==> src/rtl/pipe_ctrl_unit.sv <==
// pipe_ctrl_unit
// Registered ID-stage control unit for a five-stage RISC-V pipeline.
// Decodes the ID instruction and loads the control bundle into the ID/EX
// register under flush/stall control. It also runs the halt drain sequence.
//
// Ports:
//   clk, reset        clock, asynchronous active-high reset
//   if_valid, instr   ID-stage instruction and its valid flag
//   stall, flush      ID/EX hold / bubble requests (flush wins)
//   ex_*              registered control bundle in EX
//   fetch_stop        front end must stop fetching (state != RUN)
//   halted            pipeline drained (state == HALTED)
module pipe_ctrl_unit #(
    parameter int DRAIN_CYCLES = 4,
    parameter int ENABLE_M     = 0,
    parameter int ILLEGAL_HALT = 0
) (
    input  logic        clk,
    input  logic        reset,
    input  logic        if_valid,
    input  logic [31:0] instr,
    input  logic        stall,
    input  logic        flush,
    output logic        ex_valid,
    output logic        ex_ALUSrc,
    output logic        ex_MemtoReg,
    output logic        ex_RegWrite,
    output logic        ex_MemRead,
    output logic        ex_MemWrite,
    output logic        ex_Branch,
    output logic        ex_JalrSel,
    output logic [1:0]  ex_ALUOp,
    output logic [1:0]  ex_RWSel,
    output logic        ex_MulSel,
    output logic        ex_illegal,
    output logic        ex_halt,
    output logic        fetch_stop,
    output logic        halted
);
    localparam int CW = $clog2(DRAIN_CYCLES + 1);

    localparam logic [6:0] OP_R      = 7'b0110011;
    localparam logic [6:0] OP_LOAD   = 7'b0000011;
    localparam logic [6:0] OP_STORE  = 7'b0100011;
    localparam logic [6:0] OP_IMM    = 7'b0010011;
    localparam logic [6:0] OP_BRANCH = 7'b1100011;
    localparam logic [6:0] OP_JAL    = 7'b1101111;
    localparam logic [6:0] OP_JALR   = 7'b1100111;
    localparam logic [6:0] OP_LUI    = 7'b0110111;
    localparam logic [6:0] OP_AUIPC  = 7'b0010111;
    localparam logic [6:0] OP_HALT   = 7'b1111111;

    typedef enum logic [1:0] {ST_RUN, ST_DRAIN, ST_HALTED} state_t;

    // Bundle layout: {valid, ALUSrc, MemtoReg, RegWrite, MemRead, MemWrite,
    //                 Branch, JalrSel, ALUOp[1:0], RWSel[1:0], MulSel, illegal, halt}
    logic [14:0] dec_bundle;
    logic [14:0] ex_bundle_reg, ex_bundle_next;
    state_t      state_reg, state_next;
    logic [CW-1:0] cnt_reg, cnt_next;

    logic [6:0] opcode;
    logic [6:0] funct7;
    logic       dec_illegal, dec_halt, is_mul_enc;
    logic       accept, start_halt;
    logic       unused_bits;

    assign opcode      = instr[6:0];
    assign funct7      = instr[31:25];
    assign unused_bits = ^instr[24:7];
    assign is_mul_enc  = (opcode == OP_R) && (funct7 == 7'b0000001);

    // Combinational decode of the ID instruction into a full bundle.
    always_comb begin
        logic alusrc, memtoreg, regwrite, memread, memwrite, branch, jalrsel, mulsel;
        logic [1:0] aluop, rwsel;
        alusrc = 1'b0; memtoreg = 1'b0; regwrite = 1'b0; memread = 1'b0;
        memwrite = 1'b0; branch = 1'b0; jalrsel = 1'b0; mulsel = 1'b0;
        aluop = 2'b00; rwsel = 2'b00;
        dec_illegal = 1'b0;
        dec_halt    = 1'b0;
        case (opcode)
            OP_R: begin
                regwrite = 1'b1; aluop = 2'b10;
                mulsel   = (ENABLE_M != 0) && is_mul_enc;
                dec_illegal = (ENABLE_M == 0) && is_mul_enc;
            end
            OP_LOAD:   begin alusrc = 1'b1; memtoreg = 1'b1; regwrite = 1'b1; memread = 1'b1; end
            OP_STORE:  begin alusrc = 1'b1; memwrite = 1'b1; end
            OP_IMM:    begin alusrc = 1'b1; regwrite = 1'b1; aluop = 2'b10; end
            OP_BRANCH: begin branch = 1'b1; aluop = 2'b01; end
            OP_JAL:    begin regwrite = 1'b1; branch = 1'b1; aluop = 2'b11; rwsel = 2'b01; end
            OP_JALR:   begin alusrc = 1'b1; regwrite = 1'b1; jalrsel = 1'b1; rwsel = 2'b01; end
            OP_LUI:    begin regwrite = 1'b1; aluop = 2'b11; rwsel = 2'b10; end
            OP_AUIPC:  begin regwrite = 1'b1; rwsel = 2'b11; end
            OP_HALT:   dec_halt = 1'b1;
            default:   dec_illegal = 1'b1;
        endcase
        // Illegal and HALT carry no datapath controls at all.
        if (dec_illegal || dec_halt) begin
            alusrc = 1'b0; memtoreg = 1'b0; regwrite = 1'b0; memread = 1'b0;
            memwrite = 1'b0; branch = 1'b0; jalrsel = 1'b0; mulsel = 1'b0;
            aluop = 2'b00; rwsel = 2'b00;
        end
        dec_bundle = {1'b1, alusrc, memtoreg, regwrite, memread, memwrite,
                      branch, jalrsel, aluop, rwsel, mulsel, dec_illegal, dec_halt};
    end

    assign accept     = !flush && !stall && if_valid && (state_reg == ST_RUN);
    assign start_halt = accept && (dec_halt || ((ILLEGAL_HALT != 0) && dec_illegal));

    // ID/EX register next value: flush > stall > load.
    always_comb begin
        ex_bundle_next = 15'd0;
        if (flush)
            ex_bundle_next = 15'd0;
        else if (stall)
            ex_bundle_next = ex_bundle_reg;
        else if (if_valid && (state_reg == ST_RUN))
            ex_bundle_next = dec_bundle;
    end

    always_ff @(posedge clk or posedge reset) begin
        if (reset)
            ex_bundle_reg <= 15'd0;
        else
            ex_bundle_reg <= ex_bundle_next;
    end

    // Halt FSM: state register.
    always_ff @(posedge clk or posedge reset) begin
        if (reset) begin
            state_reg <= ST_RUN;
            cnt_reg   <= '0;
        end else begin
            state_reg <= state_next;
            cnt_reg   <= cnt_next;
        end
    end

    // Halt FSM: next state. The drain counter ignores stall and flush.
    always_comb begin
        state_next = state_reg;
        cnt_next   = cnt_reg;
        case (state_reg)
            ST_RUN: begin
                if (start_halt) begin
                    state_next = ST_DRAIN;
                    cnt_next   = CW'(DRAIN_CYCLES);
                end
            end
            ST_DRAIN: begin
                cnt_next = cnt_reg - CW'(1);
                if (cnt_reg == CW'(1))
                    state_next = ST_HALTED;
            end
            ST_HALTED: state_next = ST_HALTED;
            default:   state_next = ST_RUN;
        endcase
    end

    // Halt FSM: outputs decoded from registered state only.
    always_comb begin
        fetch_stop = (state_reg != ST_RUN);
        halted     = (state_reg == ST_HALTED);
    end

    assign {ex_valid, ex_ALUSrc, ex_MemtoReg, ex_RegWrite, ex_MemRead, ex_MemWrite,
            ex_Branch, ex_JalrSel, ex_ALUOp, ex_RWSel, ex_MulSel, ex_illegal, ex_halt} = ex_bundle_reg;
endmodule

==> config.mk <==
export PLATFORM = sky130hd
export DESIGN_NAME = pipe_ctrl_unit
export DESIGN_NICKNAME = d
export VERILOG_FILES = /design/src/rtl/pipe_ctrl_unit.sv
export SDC_FILE = /design/constraint.sdc
export NUM_CORES = 1
export LEC_CHECK = 0
export BUFFER_PORTS_ARGS = -buffer_cell sky130_fd_sc_hd__buf_2
export CELL_PAD_IN_SITES_DETAIL_PLACEMENT = 0
export CELL_PAD_IN_SITES_GLOBAL_PLACEMENT = 1
export CORE_MARGIN = 10
export CORE_UTILIZATION = 24
export CTS_CLUSTER_DIAMETER = 100
export DETAILED_ROUTE_END_ITERATION = 10
export MAX_ROUTING_LAYER = met4
export PLACE_DENSITY = 0.72
export SYNTH_ARGS = -nofsm -noshare
export SYNTH_HDL_FRONTEND = slang
export SYNTH_SLANG_ARGS = --single-unit
export TNS_END_PERCENT = 30
==> constraint.sdc <==
create_clock -name clk -period 1.9 [get_ports clk]
set_input_delay 0.095 -clock clk [delete_from_list [all_inputs] [get_ports clk]]
set_output_delay 0.095 -clock clk [all_outputs]
set_load 0.03 [all_outputs]
-- After elaboration in Yosys (flattened, before gate mapping)
Index checks and enable logic that the tools add are counted.
Widths: inputs -> output; s select.
- logic and storage cells: 68
- flip-flop bits (word level): 20
- reduce and logical (&&, ||, !) cells: 21
- eq/ne operators: 17
- add/subtract/negate cells: 1
- mux-type cells: 26
- operators with widths (operator ; count):
    $mux 15 ; 3
    $eq 7x7->1 const B ; 4
    $eq 7x6->1 const B ; 3
    $pmux 2 s3 ; 3
    $eq 7x5->1 const B ; 2
    $mux 1 ; 13
    $reduce_or 9->1 ; 1
    $mux 2 ; 4
    $reduce_or 2->1 ; 4
    $eq 7x1->1 const B ; 1
    $eq 7x2->1 const B ; 1
    $reduce_or 7->1 ; 1
    $logic_and 1x1->1 ; 6
    $pmux 3 s2 ; 1
    $ne 2x2->1 const B ; 2
    $reduce_and 2->1 ; 2
    $reduce_bool 2->1 ; 2
    $reduce_or 4->1 ; 1
    $eq 3x1->1 const B ; 1
    $mux 3 ; 1
    $sub 3x1->3 const B ; 1
    $eq 2x1->1 const B ; 1
    $eq 2x2->1 const B ; 1
    $logic_not 1->1 ; 2
    4 further kinds ; 4

-- Depth between registers and ports, before layout
Gate-level depths: netlist of run 1.
- word-level depth: 8
- depth in mapped cells: 6
- mapped depth without buffers: 6

-- Worst setup path before layout of run 1
OpenSTA, ideal clock, no wires.
- path type: register -> register
- start point: reg state_reg[0]
- end point: reg state_reg[0]
- clock period less this slack: 1745 ps
- path slack: 155 ps
- arrival: 1620 ps
- stages on the path, launching flop included: 7
- path buffers: 0
- cells stage by stage: dfrtp_1 > inv_1 > ha_1 > nand4bb_4 > o41ai_2 > nand2_1 > mux2_2
- cells in the longest elaborated chain, start to end: 5
- ends and longest elaborated chain (element ; line ; RTL):
    start: declaration ; 59 ; state_t state_reg, state_next;
    start signal: assignment ; 136 ; state_reg <= state_next;
    $logic_not 2->1 ; 109, 145 ;
    $logic_and 1x1->1 ; 109 ; assign accept = !flush && !stall && if_valid && (state_reg == ST_RUN);
    $logic_and 1x1->1 ; 110 ; assign start_halt = accept && (dec_halt || ((ILLEGAL_HALT != 0) && dec_illegal));
    $ne 2x2->1 (no line) ; - ;
    $reduce_and 2->1 (no line) ; - ;
Several ways; a longest one is shown, not always the timed one.
A chain may end at the register's enable or synchronous reset.

-- Worst setup path after layout of run 1
- start point: reg state_reg[0]
- end point: reg cnt_reg[0]
- cells in the longest elaborated chain, start to end: 5
- ends and longest elaborated chain (element ; line ; RTL):
    $logic_not 2->1 ; 109, 145 ;
    $logic_and 1x1->1 ; 109 ;
    $logic_and 1x1->1 ; 110 ;
    $ne 2x2->1 (no line) ; - ;
    $reduce_and 2->1 (no line) ; - ;
    end signal: assignment ; 137 ; cnt_reg <= cnt_next;
    end: declaration ; 60 ; logic [CW-1:0] cnt_reg, cnt_next;
Several ways; a longest one is shown, not always the timed one.

==> metrics.log, run 1 <==
INFO  metric synth_nets = 155
INFO  metric chipWidth = 87.3 microns
INFO  metric synth_area_per_cell = 9.71 sq um
INFO  metric root_driver = sky130_fd_sc_hd__clkbuf_8
INFO  metric critPathMostFrequentCell = sky130_fd_sc_hd__buf_4
INFO  metric crit_path_max_incr_delay = 0.40 ns
INFO  metric vias_per_cell = 4.84
INFO  metric half_perimeter_wire_length_after_detailed_placement = 2350 microns
INFO  metric cts_buffer_depth = 2
INFO  metric drc = 0
INFO  metric boundaryPins = 54
INFO  metric met3RoutedLength = 206 microns
INFO  metric worst_pin_slew = 0.703 ns
INFO  metric total_length_of_routed_wires = 2910 microns
INFO  metric die_y = 87.3 microns
INFO  metric cts_inserted_buffers = 3
INFO  metric grt_pass1_vias = 1060
INFO  metric setup_viol = 0
INFO  metric most_common_library_cells_after_synthesis = sky130_fd_sc_hd__dfrtp_1, sky130_fd_sc_hd__nand2_1, sky130_fd_sc_hd__inv_1
INFO  metric timing.clock.skew = 0.00424 ns
INFO  metric global_route.usage.total = 8.10%
INFO  metric place.port_buffers = 34
INFO  metric yosysMostFrequentCell = sky130_fd_sc_hd__dfrtp_1
INFO  metric synthArstFlopShare = 100%
INFO  metric clock-sinks = 18
INFO  metric run_status = complete, no violations
INFO  metric finalWorstPathRequiredPeriod = 1.73 ns
INFO  metric yosys_warnings = 0
INFO  metric post_synth_main_area_contributors = sky130_fd_sc_hd__dfrtp_1, sky130_fd_sc_hd__ha_1, sky130_fd_sc_hd__a32o_1, sky130_fd_sc_hd__nand2_1, sky130_fd_sc_hd__o21ai_0
INFO  metric worstPathCellList = inv_1, ha_2, nand4bb_4, buf_4, nor4_2, buf_4, or3_1, o21ai_0
INFO  metric final_min_period_over_clock_period = 91.2%
INFO  metric violation_count_after_the_first_detailed_routing_iteration = 108
INFO  metric fin_tns_setup = 0 ns
INFO  metric gp_congestion = 0.839
INFO  metric critPathCaptureType = flip-flop
INFO  metric ys_ff_latch = 18
INFO  metric synth_seq_area_share = 41.4%
INFO  metric number_of_max_slew_violations_in_the_final_report = 0
INFO  metric clock_slew_seen_by_the_registers_of_the_worst_setup_and_hold_paths = 0.07 ns
INFO  metric vdd_drop_max = 0.717 mV
INFO  metric synth_ff_type = sky130_fd_sc_hd__dfrtp_1
INFO  metric fin_total_pwr = 1290 uW
INFO  metric mappedNetlistArea = 1090 sq um
INFO  metric drv_cap = 0
INFO  metric ant_nets = 0
INFO  metric worst-endpoint-arrival = 1.86 ns
INFO  metric yosys.area.top_type = sky130_fd_sc_hd__dfrtp_1
INFO  metric design.die.area = 7620 sq um
INFO  metric timing.critical_path.fanout_max = 4
INFO  metric hold_violations = 0
INFO  metric power_leakage = 0.000698 uW
INFO  metric cp_slowest_cell = sky130_fd_sc_hd__dfrtp_1
INFO  metric area_growth_syn_to_layout = 27.8%
INFO  metric met2_wirelength = 1560 microns
INFO  metric core_region_area = 4380 sq um
INFO  metric grt_antenna_before_repair = 0
INFO  metric global_route.overflow_total = 0
INFO  metric top_layer_used = met4
INFO  metric detail_route.first_pass.iterations = 4
INFO  metric antenna_cells = 0
INFO  metric synth-edff-count = 0
INFO  metric synthesized_instance_count = 112
INFO  metric critPathRequiredTime = 2.03 ns
INFO  metric slew_headroom = 53.1%
INFO  metric clk-insertion-delay-late = 0.25 ns
INFO  metric largest_register_ffs = 13
INFO  metric crit_path_start_kind = flip-flop
INFO  metric max_clock_freq = 0.577 GHz
INFO  metric wire_length_of_the_first_global_routing_pass = 4910 microns
INFO  metric drt_wl_cell = 14.5 microns
INFO  metric grt_setup_unrepaired = false
INFO  metric worst-setup-path-type = flip-flop to flip-flop
INFO  metric initial_utilization = 24.8%
INFO  metric hold_path.class = input port to flip-flop
INFO  metric synth_top_area_share = 41.4%
INFO  metric tritoncts = done
INFO  metric routedLengthMet1 = 1120 microns
INFO  metric final_net_count = 193
INFO  metric power_density = 926 nW/um^2
INFO  metric via_count = 968
INFO  metric cts_htree_levels = 1
INFO  metric ys_types = 39
INFO  metric grt_start_max_net_pins = 19
INFO  metric share_of_post_route_cells_with_drive_strength_above_1 = 35.8%
INFO  metric rows = 24
-- metal layers --
metal	track usage, %	vias up
li1	-	474
met1	8.26	464
met2	14.6	27
met3	3.00	3
met4	1.45	0
met5	-	-
-- placed cells by master, fill, tap and decap left out, types with 3 or more instances in the layout --
| cell type | netlist | final |
|---|---|---|
| sky130_fd_sc_hd__buf_2 | 0 | 34 |
| sky130_fd_sc_hd__dfrtp_1 | 18 | 18 |
| sky130_fd_sc_hd__nand2_1 | 16 | 16 |
| sky130_fd_sc_hd__inv_1 | 8 | 8 |
| sky130_fd_sc_hd__nor2_1 | 6 | 6 |
| sky130_fd_sc_hd__a32o_1 | 6 | 6 |
| sky130_fd_sc_hd__o21ai_0 | 6 | 6 |
| sky130_fd_sc_hd__ha_1 | 6 | 5 |
| sky130_fd_sc_hd__buf_4 | 4 | 5 |
| sky130_fd_sc_hd__a22o_1 | 3 | 3 |
| sky130_fd_sc_hd__a21oi_1 | 3 | 3 |
| sky130_fd_sc_hd__nor3_1 | 3 | 3 |
| sky130_fd_sc_hd__clkbuf_8 | 0 | 3 |
-- path summary, 6_finish.rpt --
kind / from / to / slack, ns / cells after the start
setup / recovery: state_reg[0]$_DFFE_PP0P_ / cnt_reg[0]$_DFFE_PP0P_ / 0.17 / 8
setup reg to reg: state_reg[0]$_DFFE_PP0P_ / cnt_reg[0]$_DFFE_PP0P_ / 0.17 / 8
hold / removal: instr[3] / ex_bundle_reg[7]$_DFFE_PP0P_ / 0.19 / 2
hold reg to reg: ex_bundle_reg[0]$_DFFE_PP0P_ / ex_bundle_reg[0]$_DFFE_PP0P_ / 0.48 / 1
min in group asynchronous: reset / state_reg[0]$_DFFE_PP0P_ / 0.49 / 3
max in group asynchronous: reset / ex_bundle_reg[3]$_DFFE_PP0P_ / 0.96 / 3
-- critical path: cells and delay by family (launching register included) --
kind | cells | cell delay [ns]
and+or+nand+nor | 3 | 0.45
DFF | 1 | 0.40
AOI/OAI and AO/OA | 1 | 0.08
adders and majority gates | 1 | 0.22
buffers and inverters | 3 | 0.45
-- area by class of cell --
type	instances	area (sq um)
Clock buffer	3	41.3
Fill cell	465	2990
Inverter	8	30.0
Multi-Input combinational cell	79	586
Sequential cell	18	450
Tap cell	52	65.1
Timing Repair Buffer	40	218
-- kinds of logic (layout without fill, tap and decap cells) --
logic type      after synthesis  count (layout)  synth area share [%]
flops                        18              18                  41.4
buf+inv                      15              51                  6.56
simple gates                 42              42                  22.2
fa+ha+maj                     6               6                  6.90
other cells                   1               1                 0.345
mux                           2               2                  2.07
compound gates               28              28                  20.5
-- through the flow --
step | setup slack (ns) | hold slack (ns) | cell area (sq um) | util (%) | std cells
6_report | 0.167 | 0.192 | 1390 | 31.7 | 200
5_1_grt | 0.0156 | 0.217 | 1390 | 31.7 | 200
4_1_cts | 0.0314 | 0.185 | 1370 | 31.3 | 200
3_5_place_dp | 0.0420 | 0.258 | 1320 | 30.1 | 196
3_3_place_gp | 0.116 | 0.217 | 1320 | 30.1 | 196
2_1_floorplan | 0.155 | 0.0336 | 1090 | - | 112
-- where the power goes --
group          switching, uW  total, uW  internal (uW)  leakage [uW]
clock                    123        264            141     0.0000216
combinational            304        539            235      0.000435
sequential              39.3        485            445      0.000241
total                    467       1290            821      0.000698
-- repair_timing --
item                                    CTS  global route
endpoints found under the setup margin    0             4
hold buffers                              1             0
buffers inserted                          0             0
hold endpoints to repair                 18             0
resized for setup                         0             3
Note: power is estimated with default switching activity, not from simulation.
==> inputs of run 2 (changes only) <==
--- a/config.mk
+++ b/config.mk
@@ -5,6 +5,7 @@
 export SDC_FILE = /design/constraint.sdc
 export NUM_CORES = 1
 export LEC_CHECK = 0
+export ABC_AREA = 1
 export BUFFER_PORTS_ARGS = -buffer_cell sky130_fd_sc_hd__buf_2
 export CELL_PAD_IN_SITES_DETAIL_PLACEMENT = 0
 export CELL_PAD_IN_SITES_GLOBAL_PLACEMENT = 1
@@ -13,7 +14,7 @@
 export CTS_CLUSTER_DIAMETER = 100
 export DETAILED_ROUTE_END_ITERATION = 10
 export MAX_ROUTING_LAYER = met4
-export PLACE_DENSITY = 0.72
+export PLACE_DENSITY = 0.76
 export SYNTH_ARGS = -nofsm -noshare
 export SYNTH_HDL_FRONTEND = slang
 export SYNTH_SLANG_ARGS = --single-unit
==> metrics.log, run 2 <==
INFO  metric detail_route.first_pass.iterations = 4 (unchanged)
INFO  metric area_growth_syn_to_layout = 26.9% (was 27.8%)
INFO  metric grt_setup_unrepaired = false (unchanged)
INFO  metric run_status = complete, no violations (unchanged)
INFO  metric die_y = 86.2 microns (was 87.3 microns)
INFO  metric cts_htree_levels = 1 (unchanged)
INFO  metric clock_slew_seen_by_the_registers_of_the_worst_setup_and_hold_paths = 0.06 ns (was 0.07 ns)
INFO  metric worst_hold_slack = 0.144 ns (was 0.192 ns)
INFO  metric power_leakage = 0.000788 uW (was 0.000698 uW)
INFO  metric final_min_period_over_clock_period = 84.6% (was 91.2%)
INFO  metric synth_ff_type = sky130_fd_sc_hd__dfrtp_1 (unchanged)
INFO  metric critPathCaptureType = flip-flop (unchanged)
INFO  metric yosysMostFrequentCell = sky130_fd_sc_hd__nand2_1 (was sky130_fd_sc_hd__dfrtp_1)
INFO  metric violation_count_after_the_first_detailed_routing_iteration = 46 (was 108)
INFO  metric grt-busiest-layer = met2 (unchanged)
INFO  metric worst-setup-path-type = flip-flop to flip-flop (unchanged)
INFO  metric root_driver = sky130_fd_sc_hd__clkbuf_8 (unchanged)
INFO  metric initial_utilization = 24.5% (was 24.8%)
INFO  metric largest_register_ffs = 13 (unchanged)
INFO  metric drc = 0 (unchanged)
INFO  metric synth_area_per_cell = 7.36 sq um (was 9.71 sq um)
INFO  metric crit_path_start_kind = flip-flop (unchanged)
INFO  metric synth-edff-count = 0 (unchanged)
INFO  metric most_common_cell_after_layout_fill_and_taps_aside = sky130_fd_sc_hd__nand2_1 (was sky130_fd_sc_hd__buf_2)
INFO  metric rows = 24 (unchanged)
INFO  metric via_count = 992 (was 968)
INFO  metric post_synth_main_area_contributors = sky130_fd_sc_hd__dfrtp_1, sky130_fd_sc_hd__nand2_1, sky130_fd_sc_hd__ha_1, sky130_fd_sc_hd__inv_1, sky130_fd_sc_hd__nand3_1 (was sky130_fd_sc_hd__dfrtp_1, sky130_fd_sc_hd__ha_1, sky130_fd_sc_hd__a32o_1, sky130_fd_sc_hd__nand2_1, sky130_fd_sc_hd__o21ai_0)
INFO  metric core_region_area = 4290 sq um (was 4380 sq um)
INFO  metric cts-resized-gates = 0 (unchanged)
INFO  metric design.die.area = 7430 sq um (was 7620 sq um)
INFO  metric yosys_warnings = 0 (unchanged)
INFO  metric max_clock_freq = 0.622 GHz (was 0.577 GHz)
INFO  metric antenna_cells = 0 (unchanged)
INFO  metric ant_nets = 0 (unchanged)
INFO  metric vdd_drop_max = 0.310 mV (was 0.717 mV)
INFO  metric total_length_of_routed_wires = 2590 microns (was 2910 microns)
INFO  metric most_common_library_cells_after_synthesis = sky130_fd_sc_hd__nand2_1, sky130_fd_sc_hd__inv_1, sky130_fd_sc_hd__dfrtp_1 (was sky130_fd_sc_hd__dfrtp_1, sky130_fd_sc_hd__nand2_1, sky130_fd_sc_hd__inv_1)
INFO  metric hold_violations = 0 (unchanged)
INFO  metric slew_headroom = 56.0% (was 53.1%)
INFO  metric synthArstFlopShare = 100% (unchanged)
INFO  metric gp_congestion = 0.792 (was 0.839)
INFO  metric share_of_post_route_cells_with_drive_strength_above_1 = 23.3% (was 35.8%)
INFO  metric chipWidth = 86.2 microns (was 87.3 microns)
INFO  metric boundaryPins = 54 (unchanged)
INFO  metric cts_buffer_depth = 2 (unchanged)
INFO  metric grt_pass1_vias = 962 (was 1060)
INFO  metric finalWorstPathRequiredPeriod = 1.61 ns (was 1.73 ns)
INFO  metric grt_util_met3 = 1.88% (was 3.00%)
INFO  metric grtUsageMet2 = 11.0% (was 14.6%)
INFO  metric worst_pin_slew = 0.660 ns (was 0.703 ns)
INFO  metric number_of_max_slew_violations_in_the_final_report = 0 (unchanged)
INFO  metric setup_viol = 0 (unchanged)
INFO  metric clock-sinks = 18 (unchanged)
INFO  metric drt_wl_cell = 11.2 microns (was 14.5 microns)
INFO  metric fin_tns_setup = 0 ns (unchanged)
INFO  metric clk-insertion-delay-late = 0.25 ns (about the same)
INFO  metric synthesized_instance_count = 143 (was 112)
INFO  metric fin_total_pwr = 1180 uW (was 1290 uW)
INFO  metric mappedNetlistArea = 1050 sq um (was 1090 sq um)
INFO  metric hold_path.class = input port to flip-flop (unchanged)
INFO  metric ys_ff_latch = 18 (unchanged)
INFO  metric synth_seq_area_share = 42.8% (was 41.4%)
INFO  metric critPathRequiredTime = 2.03 ns (about the same)
INFO  metric place.port_buffers = 34 (unchanged)
INFO  metric num-fill-cells = 466 (was 465)
INFO  metric half_perimeter_wire_length_after_detailed_placement = 2150 microns (was 2350 microns)
INFO  metric grt_antenna_before_repair = 0 (unchanged)
INFO  metric detailedPlace.worstSlack = 0.288 ns (was 0.0420 ns)
INFO  metric tritoncts = done (unchanged)
INFO  metric synth_nets = 186 (was 155)
INFO  metric ys_types = 18 (was 39)
INFO  metric yosys.area.top_type = sky130_fd_sc_hd__dfrtp_1 (unchanged)
INFO  metric leading_cell_types_in_the_layout_fill_and_taps_excluded = sky130_fd_sc_hd__nand2_1, sky130_fd_sc_hd__buf_2, sky130_fd_sc_hd__inv_1 (was sky130_fd_sc_hd__buf_2, sky130_fd_sc_hd__dfrtp_1, sky130_fd_sc_hd__nand2_1)
INFO  metric grtUsageMet1 = 8.60% (was 8.26%)
INFO  metric grt_start_max_net_pins = 19 (unchanged)
INFO  metric worst-endpoint-arrival = 1.73 ns (was 1.86 ns)
INFO  metric cts_inserted_buffers = 3 (unchanged)
INFO  metric final_net_count = 225 (was 193)
INFO  metric wire_length_of_the_first_global_routing_pass = 4310 microns (was 4910 microns)
INFO  metric global_route.overflow_total = 0 (unchanged)
INFO  metric timing.critical_path.fanout_max = 4 (unchanged)
INFO  metric drv_cap = 0 (unchanged)
INFO  metric timing.clock.skew = 0.00245 ns (was 0.00424 ns)
INFO  metric global_route.usage.total = 7.19% (was 8.10%)
INFO  metric synth_top_area_share = 42.8% (was 41.4%)
INFO  metric vias_per_cell = 4.28 (was 4.84)
INFO  metric power_density = 883 nW/um^2 (was 926 nW/um^2)
INFO  metric post-route-worst-setup-slack = 0.292 ns (was 0.167 ns)
## run 2: final cells by class
cell class	count	area, sq um	area share (%)
multi-input cells	103	512	38.3
flip-flops and latches	18	450	33.7
repair buffers	37	195	14.6
inverters	19	71.3	5.34
well taps	52	65.1	4.87
clock buffers	3	41.3	3.09
## run 2: metrics by stage
step / utilization [%] / area (sq um) / instances
5_1_grt: 31.1 / 1340 / 232
3_3_place_gp: 29.9 / 1280 / 228
6_report: 31.1 / 1340 / 232
4_1_cts: 31.1 / 1340 / 232
3_5_place_dp: 29.9 / 1280 / 228
2_1_floorplan: - / 1050 / 143
## run 2: worst paths after layout
check | startpoint | end | slack [ns] | cells past startpoint
setup / recovery | state_reg[0]$_DFFE_PP0P_ | cnt_reg[1]$_DFFE_PP0P_ | 0.29 | 9
hold / removal | instr[5] | ex_bundle_reg[9]$_DFFE_PP0P_ | 0.14 | 3
setup reg to reg | state_reg[0]$_DFFE_PP0P_ | cnt_reg[1]$_DFFE_PP0P_ | 0.29 | 9
hold reg to reg | ex_bundle_reg[3]$_DFFE_PP0P_ | ex_bundle_reg[3]$_DFFE_PP0P_ | 0.47 | 2
max in group asynchronous | reset | state_reg[1]$_DFFE_PP0P_ | 1.00 | 3
min in group asynchronous | reset | ex_bundle_reg[8]$_DFFE_PP0P_ | 0.48 | 3
## run 2: cell families (layout without fill, tap and decap cells)
family | after synthesis | count (layout) | share of synthesized area (%)
buffers and inverters | 22 | 59 | 8.56
AND/OR/NAND/NOR | 81 | 81 | 32.7
AO/OA/AOI/OAI | 15 | 15 | 8.44
adder cells (fa/ha/maj) | 6 | 6 | 7.13
other | 1 | 1 | 0.356
flip-flops | 18 | 18 | 42.8
## run 2: report_power, final
group	internal, uW	leakage, uW	total [uW]	switching, uW
sequential	445	0.000241	470	24.8
clock	140	0.0000216	255	115
combinational	156	0.000525	453	297
total	742	0.000788	1180	437
## run 2: critical path, cell delays in order, from the launching register on
cell and delay [ns]:
sky130_fd_sc_hd__dfrtp_1 0.38, sky130_fd_sc_hd__inv_1 0.13, sky130_fd_sc_hd__ha_1 0.21, sky130_fd_sc_hd__nand2_1 0.09, sky130_fd_sc_hd__nor3_4 0.15, sky130_fd_sc_hd__nand3_2 0.12, sky130_fd_sc_hd__nand2_1 0.12, sky130_fd_sc_hd__nand2_1 0.07
sky130_fd_sc_hd__nand2_1 0.12, sky130_fd_sc_hd__o22ai_1 0.09
## run 2: routing by layer
metal	wire, microns	share of wire, %
met5	0	0
met1	1240	48
met2	1130	44
met4	46	1.8
met3	167	6.4
## run 2: what timing repair did
item                                   in CTS  in global routing
endpoints found under the hold margin      18                  0
buffers inserted                            0                  0
hold buffers                                1                  0
